`src/rtl/divide_issue_ctrl.sv`:
```
// -----------------------------------------------------------------------------
// divide_issue_ctrl
//
// Sits between the execute stage and a multi-cycle divider. It accepts one
// divide/modulo request at a time, issues it to the divider, waits for
// completion, and holds the selected quotient or remainder for writeback
// until writeback takes it. A zero divisor is answered locally without
// touching the divider. A flush discards the current operation. If the
// divider is still working on a discarded command, the block waits in DRAIN
// until that command finishes.
//
// Ports
//   clk, rst_n               clock, asynchronous active-low reset
//   in_req_valid/out_req_ready   request handshake from execute
//   in_op                    bit0 = signed, bit1 = remainder (else quotient)
//   in_a, in_b, in_dest      dividend, divisor, destination register
//   in_flush                 discard the current operation
//   out_div_*                divider command (enable, sign mode, operands)
//   in_div_quot/rem          divider results
//   in_div_can_accept_cmd    divider idle / accepts a command
//   in_div_data_ready        divider result present
//   out_res_valid/in_res_ready   result handshake to writeback
//   out_res_data/dest/div_by_zero  buffered result
//   out_busy                 any state other than IDLE (pipeline stall)
// -----------------------------------------------------------------------------
module divide_issue_ctrl #(
   parameter int ARGS_WIDTH      = 32,
   parameter int REG_INDEX_WIDTH = 4
) (
   input  logic                       clk,
   input  logic                       rst_n,
   input  logic                       in_req_valid,
   output logic                       out_req_ready,
   input  logic [1:0]                 in_op,
   input  logic [ARGS_WIDTH-1:0]      in_a,
   input  logic [ARGS_WIDTH-1:0]      in_b,
   input  logic [REG_INDEX_WIDTH-1:0] in_dest,
   input  logic                       in_flush,
   output logic                       out_div_enable,
   output logic                       out_div_unsgn_or_sgn,
   output logic [ARGS_WIDTH-1:0]      out_div_num,
   output logic [ARGS_WIDTH-1:0]      out_div_denom,
   input  logic [ARGS_WIDTH-1:0]      in_div_quot,
   input  logic [ARGS_WIDTH-1:0]      in_div_rem,
   input  logic                       in_div_can_accept_cmd,
   input  logic                       in_div_data_ready,
   output logic                       out_res_valid,
   input  logic                       in_res_ready,
   output logic [ARGS_WIDTH-1:0]      out_res_data,
   output logic [REG_INDEX_WIDTH-1:0] out_res_dest,
   output logic                       out_res_div_by_zero,
   output logic                       out_busy
);

   typedef enum logic [2:0] {
      S_IDLE,
      S_ISSUE,
      S_WAIT_DONE,
      S_DRAIN,
      S_RESULT
   } state_e;

   state_e                     state_q;
   logic [1:0]                 op_q;
   logic [ARGS_WIDTH-1:0]      a_q;
   logic [ARGS_WIDTH-1:0]      b_q;
   logic [REG_INDEX_WIDTH-1:0] dest_q;
   logic [ARGS_WIDTH-1:0]      res_data_q;
   logic                       res_dbz_q;

   logic req_fire;
   logic div_done;

   assign req_fire = in_req_valid & ~in_flush;
   // The divider clears both flags when it accepts a command, so the first
   // WAIT_DONE cycle never sees a stale completion.
   assign div_done = in_div_can_accept_cmd & in_div_data_ready;

   // NOTE: every register, datapath included, is reset; the outputs are
   // required to read zero during reset, and non-blocking assignments keep
   // all the updates in this block simultaneous.
   always_ff @(posedge clk or negedge rst_n) begin
      if (!rst_n) begin
         state_q    <= S_IDLE;
         op_q       <= '0;
         a_q        <= '0;
         b_q        <= '0;
         dest_q     <= '0;
         res_data_q <= '0;
         res_dbz_q  <= 1'b0;
      end else begin
         unique case (state_q)
            S_IDLE: begin
               if (req_fire) begin
                  op_q   <= in_op;
                  a_q    <= in_a;
                  b_q    <= in_b;
                  dest_q <= in_dest;
                  if (in_b == '0) begin
                     // A zero divisor is answered locally.
                     // A divide returns all-ones and a remainder returns the dividend.
                     res_data_q <= in_op[1] ? in_a : '1;
                     res_dbz_q  <= 1'b1;
                     state_q    <= S_RESULT;
                  end else begin
                     state_q    <= S_ISSUE;
                  end
               end
            end
            S_ISSUE: begin
               // Enable is high in this state, so can_accept alone marks acceptance.
               // If a flush coincides with acceptance, the divider still owns
               // the command, and its result must be drained.
               if (in_flush) begin
                  state_q <= in_div_can_accept_cmd ? S_DRAIN : S_IDLE;
               end else if (in_div_can_accept_cmd) begin
                  state_q <= S_WAIT_DONE;
               end
            end
            S_WAIT_DONE: begin
               if (in_flush) begin
                  state_q <= S_DRAIN;
               end else if (div_done) begin
                  res_data_q <= op_q[1] ? in_div_rem : in_div_quot;
                  res_dbz_q  <= 1'b0;
                  state_q    <= S_RESULT;
               end
            end
            S_DRAIN: begin
               if (!in_flush && div_done) begin
                  state_q <= S_IDLE;
               end
            end
            S_RESULT: begin
               if (in_flush || in_res_ready) begin
                  state_q <= S_IDLE;
               end
            end
            default: state_q <= S_IDLE;
         endcase
      end
   end

   // Every output is a decode of registered state or a register.
   // No input has a combinational path to any output.
   assign out_req_ready        = (state_q == S_IDLE);
   assign out_busy             = (state_q != S_IDLE);
   assign out_div_enable       = (state_q == S_ISSUE);
   assign out_res_valid        = (state_q == S_RESULT);
   assign out_div_unsgn_or_sgn = op_q[0];
   assign out_div_num          = a_q;
   assign out_div_denom        = b_q;
   assign out_res_data         = res_data_q;
   assign out_res_dest         = dest_q;
   assign out_res_div_by_zero  = res_dbz_q;

endmodule

```
`config.mk`:
```
export PLATFORM = sky130hd
export DESIGN_NAME = divide_issue_ctrl
export DESIGN_NICKNAME = d
export VERILOG_FILES = /design/src/rtl/divide_issue_ctrl.sv
export SDC_FILE = /design/constraint.sdc
export NUM_CORES = 1
export LEC_CHECK = 0
export BUFFER_PORTS_ARGS = -buffer_cell sky130_fd_sc_hd__buf_2
export CAP_MARGIN = 20
export CORE_MARGIN = 2
export CORE_UTILIZATION = 43
export CTS_CLUSTER_DIAMETER = 60
export CTS_CLUSTER_SIZE = 10
export DETAILED_ROUTE_END_ITERATION = 6
export GPL_TIMING_DRIVEN = 0
export PLACE_DENSITY = 0.76
export SETUP_SLACK_MARGIN = 0.05
export SLEW_MARGIN = 40
export SYNTH_ARGS = -nofsm -noshare
export SYNTH_HDL_FRONTEND = slang
export SYNTH_SLANG_ARGS = --single-unit
```
`constraint.sdc`:
```
create_clock -name clk -period 1.4 [get_ports clk]
set_input_delay 0.28 -clock clk [delete_from_list [all_inputs] [get_ports clk]]
set_output_delay 0.28 -clock clk [all_outputs]
set_load 0.01 [all_outputs]
```
* Yosys cells after proc, flatten, opt, wreduce, memory -nomap -nowiden
Index checks and enable logic that the tools add are counted.
** Word-level totals
- Flip-flop bits (word level) :: 106
- Output and inout port bits :: 106
** Cells by class
- Eq/ne operators :: 12
- Muxes and demuxes :: 22
- Bitwise logic cells :: 3
- Reductions and logical operators :: 10
** Operators by type and width (number)
- $mux W32 :: 6
- $pmux W32 S2 :: 1
- $logic_not A32 Y1 :: 1
- $mux W3 :: 8
- $pmux W3 S5 :: 1
- $reduce_and A5 Y1 :: 2
- $eq A3 B2 Y1 const B :: 2
- $ne A2 B1 Y1 const B :: 3
- $ne A2 B2 Y1 const B :: 3
- $mux W1 :: 4
- $eq A3 B1 Y1 const B :: 1
- $eq A3 B3 Y1 const B :: 1
- $logic_not A3 Y1 :: 1
- $ne A3 B2 Y1 const B :: 1
- $ne A3 B3 Y1 const B :: 1
- $reduce_bool A3 Y1 :: 1
- $and A1 B1 Y1 :: 2
- $mux W2 :: 1
- $pmux W1 S2 :: 1
- $reduce_and A2 Y1 :: 1
- $reduce_bool A2 Y1 :: 1
- $logic_and A1 B1 Y1 :: 1
- $logic_not A1 Y1 :: 1
- $logic_or A1 B1 Y1 :: 1
- $not A1 Y1 :: 1

* Depth between registers and ports, before layout
- Depth in word-level cells :: 4
- Gate-level depth with buffers :: 9
- Depth with buffers taken out :: 6

* Least setup slack after synthesis
No wires, ideal clock.
- Path type :: register to register
- Start point :: register state_q[2]
- End point :: register res_data_q[23] (netlist: out_res_data[23])
- Arrival time :: 1518 ps
- Data required time :: 1320 ps
- Path slack :: -199 ps
- Stages on the path, launching flop included :: 10
- Path buffers :: 3
- Cells stage by stage :: dfrtp_1 buf_2 nor2_2 nand2_2 inv_4 a22oi_2 buf_6 buf_6 a211o_1 o211ai_2
** Between the ends
- Word-level cells in the longest chain between the ends :: 3
- Elaborated cells between the ends (all ways) :: 9
- Those cells by class :: 5 x eq/ne; 1 x mux; 3 x reduce/logical
** Ends and longest elaborated chain
- start: declaration :: line 63 : state_e state_q;
- start signal: assignment :: line 115 : state_q <= in_div_can_accept_cmd ? S_DRAIN : S_IDLE;
- $eq A3 B2 Y1 or $logic_not A3 Y1 (tied branches) :: line 92 : unique case (state_q)
- $ne A2 B2 Y1 (no source line), or another cell as far along
- $reduce_and A5 Y1 (no source line)
- end signal: assignment :: line 102 : res_data_q <= in_op[1] ? in_a : '1;
- end signal: assignment :: line 124 : res_data_q <= op_q[1] ? in_div_rem : in_div_quot;
- end: declaration :: line 68 : logic [ARGS_WIDTH-1:0] res_data_q;
Parallel ways exist; a longest one is shown, timed or not.
A chain may end at the register's enable or synchronous reset.

* Worst setup path after layout
- Start point :: register state_q[2]
- End point :: register b_q[6] (netlist: out_div_denom[6])
** Between the ends
- Word-level cells in the longest chain between the ends :: 2
** Ends and longest elaborated chain
- $logic_not A3 Y1 :: line 92
- $reduce_and A2 Y1 (no source line)
- end signal: assignment :: line 97 : b_q <= in_b;
- end: declaration :: line 66 : logic [ARGS_WIDTH-1:0] b_q;
Every way passes these cells.

==> results.md <==
* Pre-CTS setup slack at -620 ps
* Seq cells post-synth at 106
* Worst-Skew Late Latency at 350 ps
* CP peak stage delay at 380 ps
* Synthesized area at 5510 um2
* Critical path cell sequence: buf_6 > nor2_4 > nand2_4 > inv_8 > nand2_2 > buf_4 > mux2_1
* Fin. Hold Viols at 0
* Chip Width at 117 um
* Post-route setup slack at -329 ps
* Initial antenna violation count at 0
* Top cells by area, synth: dfrtp_1 48%, mux2_1 14%, o211ai_2 6.1%, mux2i_1 5.8%, a211o_1 5.1%
* Post-DRT Antenna Nets at 0
* Ys Warns at 0
* Die extent in y at 117 um
* Starting DRT DRC Count at 237
* Peak supply drop at 0.00111 V
* RSZ-0062 raised after global routing: yes
* Worst-case clock buffer depth at 2
* Minimum clock period at 1730 ps
* H-tree depth at 3
* Largest net degree at the start of global routing at 55
* Wire per inst at 18.4 um
* Reg-to-reg setup timing slack at -330 ps
* CP endpoint kind: flip-flop
* First-pass GRT wire length at 25800 um
* Starting density of the core at 0.438
* Post-synth top area share at 0.481
* Ant. Diodes at 0
* Final setup viols at 109
* Worst Path Buf+Inv at 3
* CP max FO at 10
* Cell with the most instances after synthesis: dfrtp_1
* RePlAce Congestion at 0.779
* Top delay family on crit path: buffers and inverters
* Post-synth EDFFs at 0
* Max cap viols at 0
* Final worst path period share at 1.23
* Final #Nets at 876
* Vias in the first global route at 5175
* Via density per instance at 5.38
* IO buf count at 246
* Worst path required time at 1640 ps
* CP Launch Type: flip-flop
* Fillers at 1019
* CP arrival at 1970 ps
* Setup_tns at -29920 ps
* Gr ovfl total at 0
* Worst-Margin Slew at 556 ps
* Yosys top cell by area: dfrtp_1
* Drt first pass iters at 4
* Synth top cells by count: 106 x dfrtp_1, 69 x mux2_1, 38 x nand2_1
* CTS tree: done
* Gr usage total at 0.245
* CP Class: reg -> reg
* Clock Skew at 4.49 ps
* DRC viols at 0
* DP HPWL at 12600 um
* Final Max Tran Viols at 0
* Syn_area_per_cell at 12.2 um2
* Sequential area share after synthesis at 0.481
* Relative slew slack at 0.629
* Vias post-DR at 4903
* FFs w/ async S/R, synth at 1.00
* CTS sink cnt at 106
* Fmax achieved at 578 MHz
* Status: finished with violations
* LEAKAGE at 3.69 nW
* Yosys cell types at 35
* Clk pin slew, worst setup/hold paths at 70 ps
* CTS buffer count at 9
* Critical-path top delay cell: dfrtp_1
* Num rows at 41
* Layout cells sized above 1 at 0.496
* Pwr Density at 2150 nW/um2
* Syn_nets at 593
* Final wirelength at 16800 um
* I/O pin count at 247
* Mapped Cells at 452
* Root buf cell: clkbuf_16
* Failing checks: setup timing
* Die area at 13700 um2
* Synth-to-layout area growth at 42.3%
* Min-delay worst type: in -> reg
* Core Footprint at 12600 um2
* Post-synth top flop: dfrtp_1
## where the power goes
| part | leakage, nW | total, W | switching, W | internal (W) |
|---|---|---|---|---|
| registers | 1.20 | 0.00531 | 0.000815 | 0.00449 |
| logic | 2.33 | 0.00886 | 0.00460 | 0.00426 |
| clock network | 0.152 | 0.00266 | 0.00117 | 0.00149 |
| total | 3.69 | 0.0168 | 0.00658 | 0.0102 |
## area by class of cell
class                   count  area (um2)  area share
inverters                   2        15.0     0.00191
flip-flops and latches    106        2650       0.338
multi-input cells         301        2730       0.348
plain buffers              43         377      0.0480
clock inverters             5        60.1     0.00766
well taps                 172         215      0.0274
clock buffers              11         253      0.0322
repair buffers            272        1540       0.196
## registers in the layout, indices dropped and copies added (netlist names)
register / cells
out_div_denom: 32
out_res_div_by_zero: 1
out_res_data: 32
out_res_dest: 4
out_div_num: 32
state_q: 3
op_q: 2
## layer usage
metal / GRT usage / vias to the layer above / share of wire
li1: - / 2278 / -
met1: 0.294 / 2390 / 0.40
met2: 0.436 / 214 / 0.50
met3: 0.0510 / 21 / 0.075
met4: 0.0847 / 0 / 0.017
met5: 0 / - / 0
## stage by stage
stage	instance area [um2]	util	power [W]	instances	hold WS (ps)
after floorplan	5610	-	0.0101	452	-15.6
after global placement	7050	0.561	0.0127	870	468
after detailed placement	7090	0.564	0.0131	871	218
after CTS	7750	0.617	0.0168	907	128
after global routing	7840	0.624	0.0179	912	144
final	7840	0.624	0.0168	912	135
## timing repair
item / 4_1_cts / 5_1_grt
pin swaps: 7 / 4
hold buffers: 1 / 0
gates cloned: 1 / 1
resized for setup: 47 / 9
hold endpoints to repair: 52 / 0
setup buffers: 18 / 4
endpoints found under the setup margin: 109 / 109
## worst paths after layout
| check | cells after the start | endpoint | start |
|---|---|---|---|
| max | 7 | out_div_denom[6]$_DFFE_PN0P_ | state_q[2]$_DFFE_PN0P_ |
| min | 2 | out_res_dest[2]$_DFFE_PN0P_ | in_dest[2] |
| max reg2reg | 7 | out_div_denom[6]$_DFFE_PN0P_ | state_q[2]$_DFFE_PN0P_ |
| min reg2reg | 1 | out_div_num[12]$_DFFE_PN0P_ | out_div_num[12]$_DFFE_PN0P_ |
| max in group asynchronous | 3 | state_q[1]$_DFFE_PN0P_ | rst_n |
| min in group asynchronous | 2 | out_div_num[18]$_DFFE_PN0P_ | rst_n |
## cell usage in the layout, fill, tap and decap left out, types with 3 or more instances in the layout
cell type,instances
dfrtp_1,105
clkbuf_16,11
buf_6,23
mux2i_1,32
nor3b_1,32
mux2_1,69
nand2_1,37
o211ai_2,27
buf_2,250
clkbuf_1,11
nor4_2,4
a211o_1,32
buf_8,4
buf_4,20
nor4_4,3
o211ai_1,37
## cells by family after synthesis
| kind of cell | after synthesis | share of synthesized area |
|---|---|---|
| compound gates | 107 | 0.177 |
| simple gates | 92 | 0.0967 |
| buf+inv | 45 | 0.0436 |
| mux | 102 | 0.201 |
| flops | 106 | 0.481 |
Note: power is estimated with default switching activity, not from simulation.
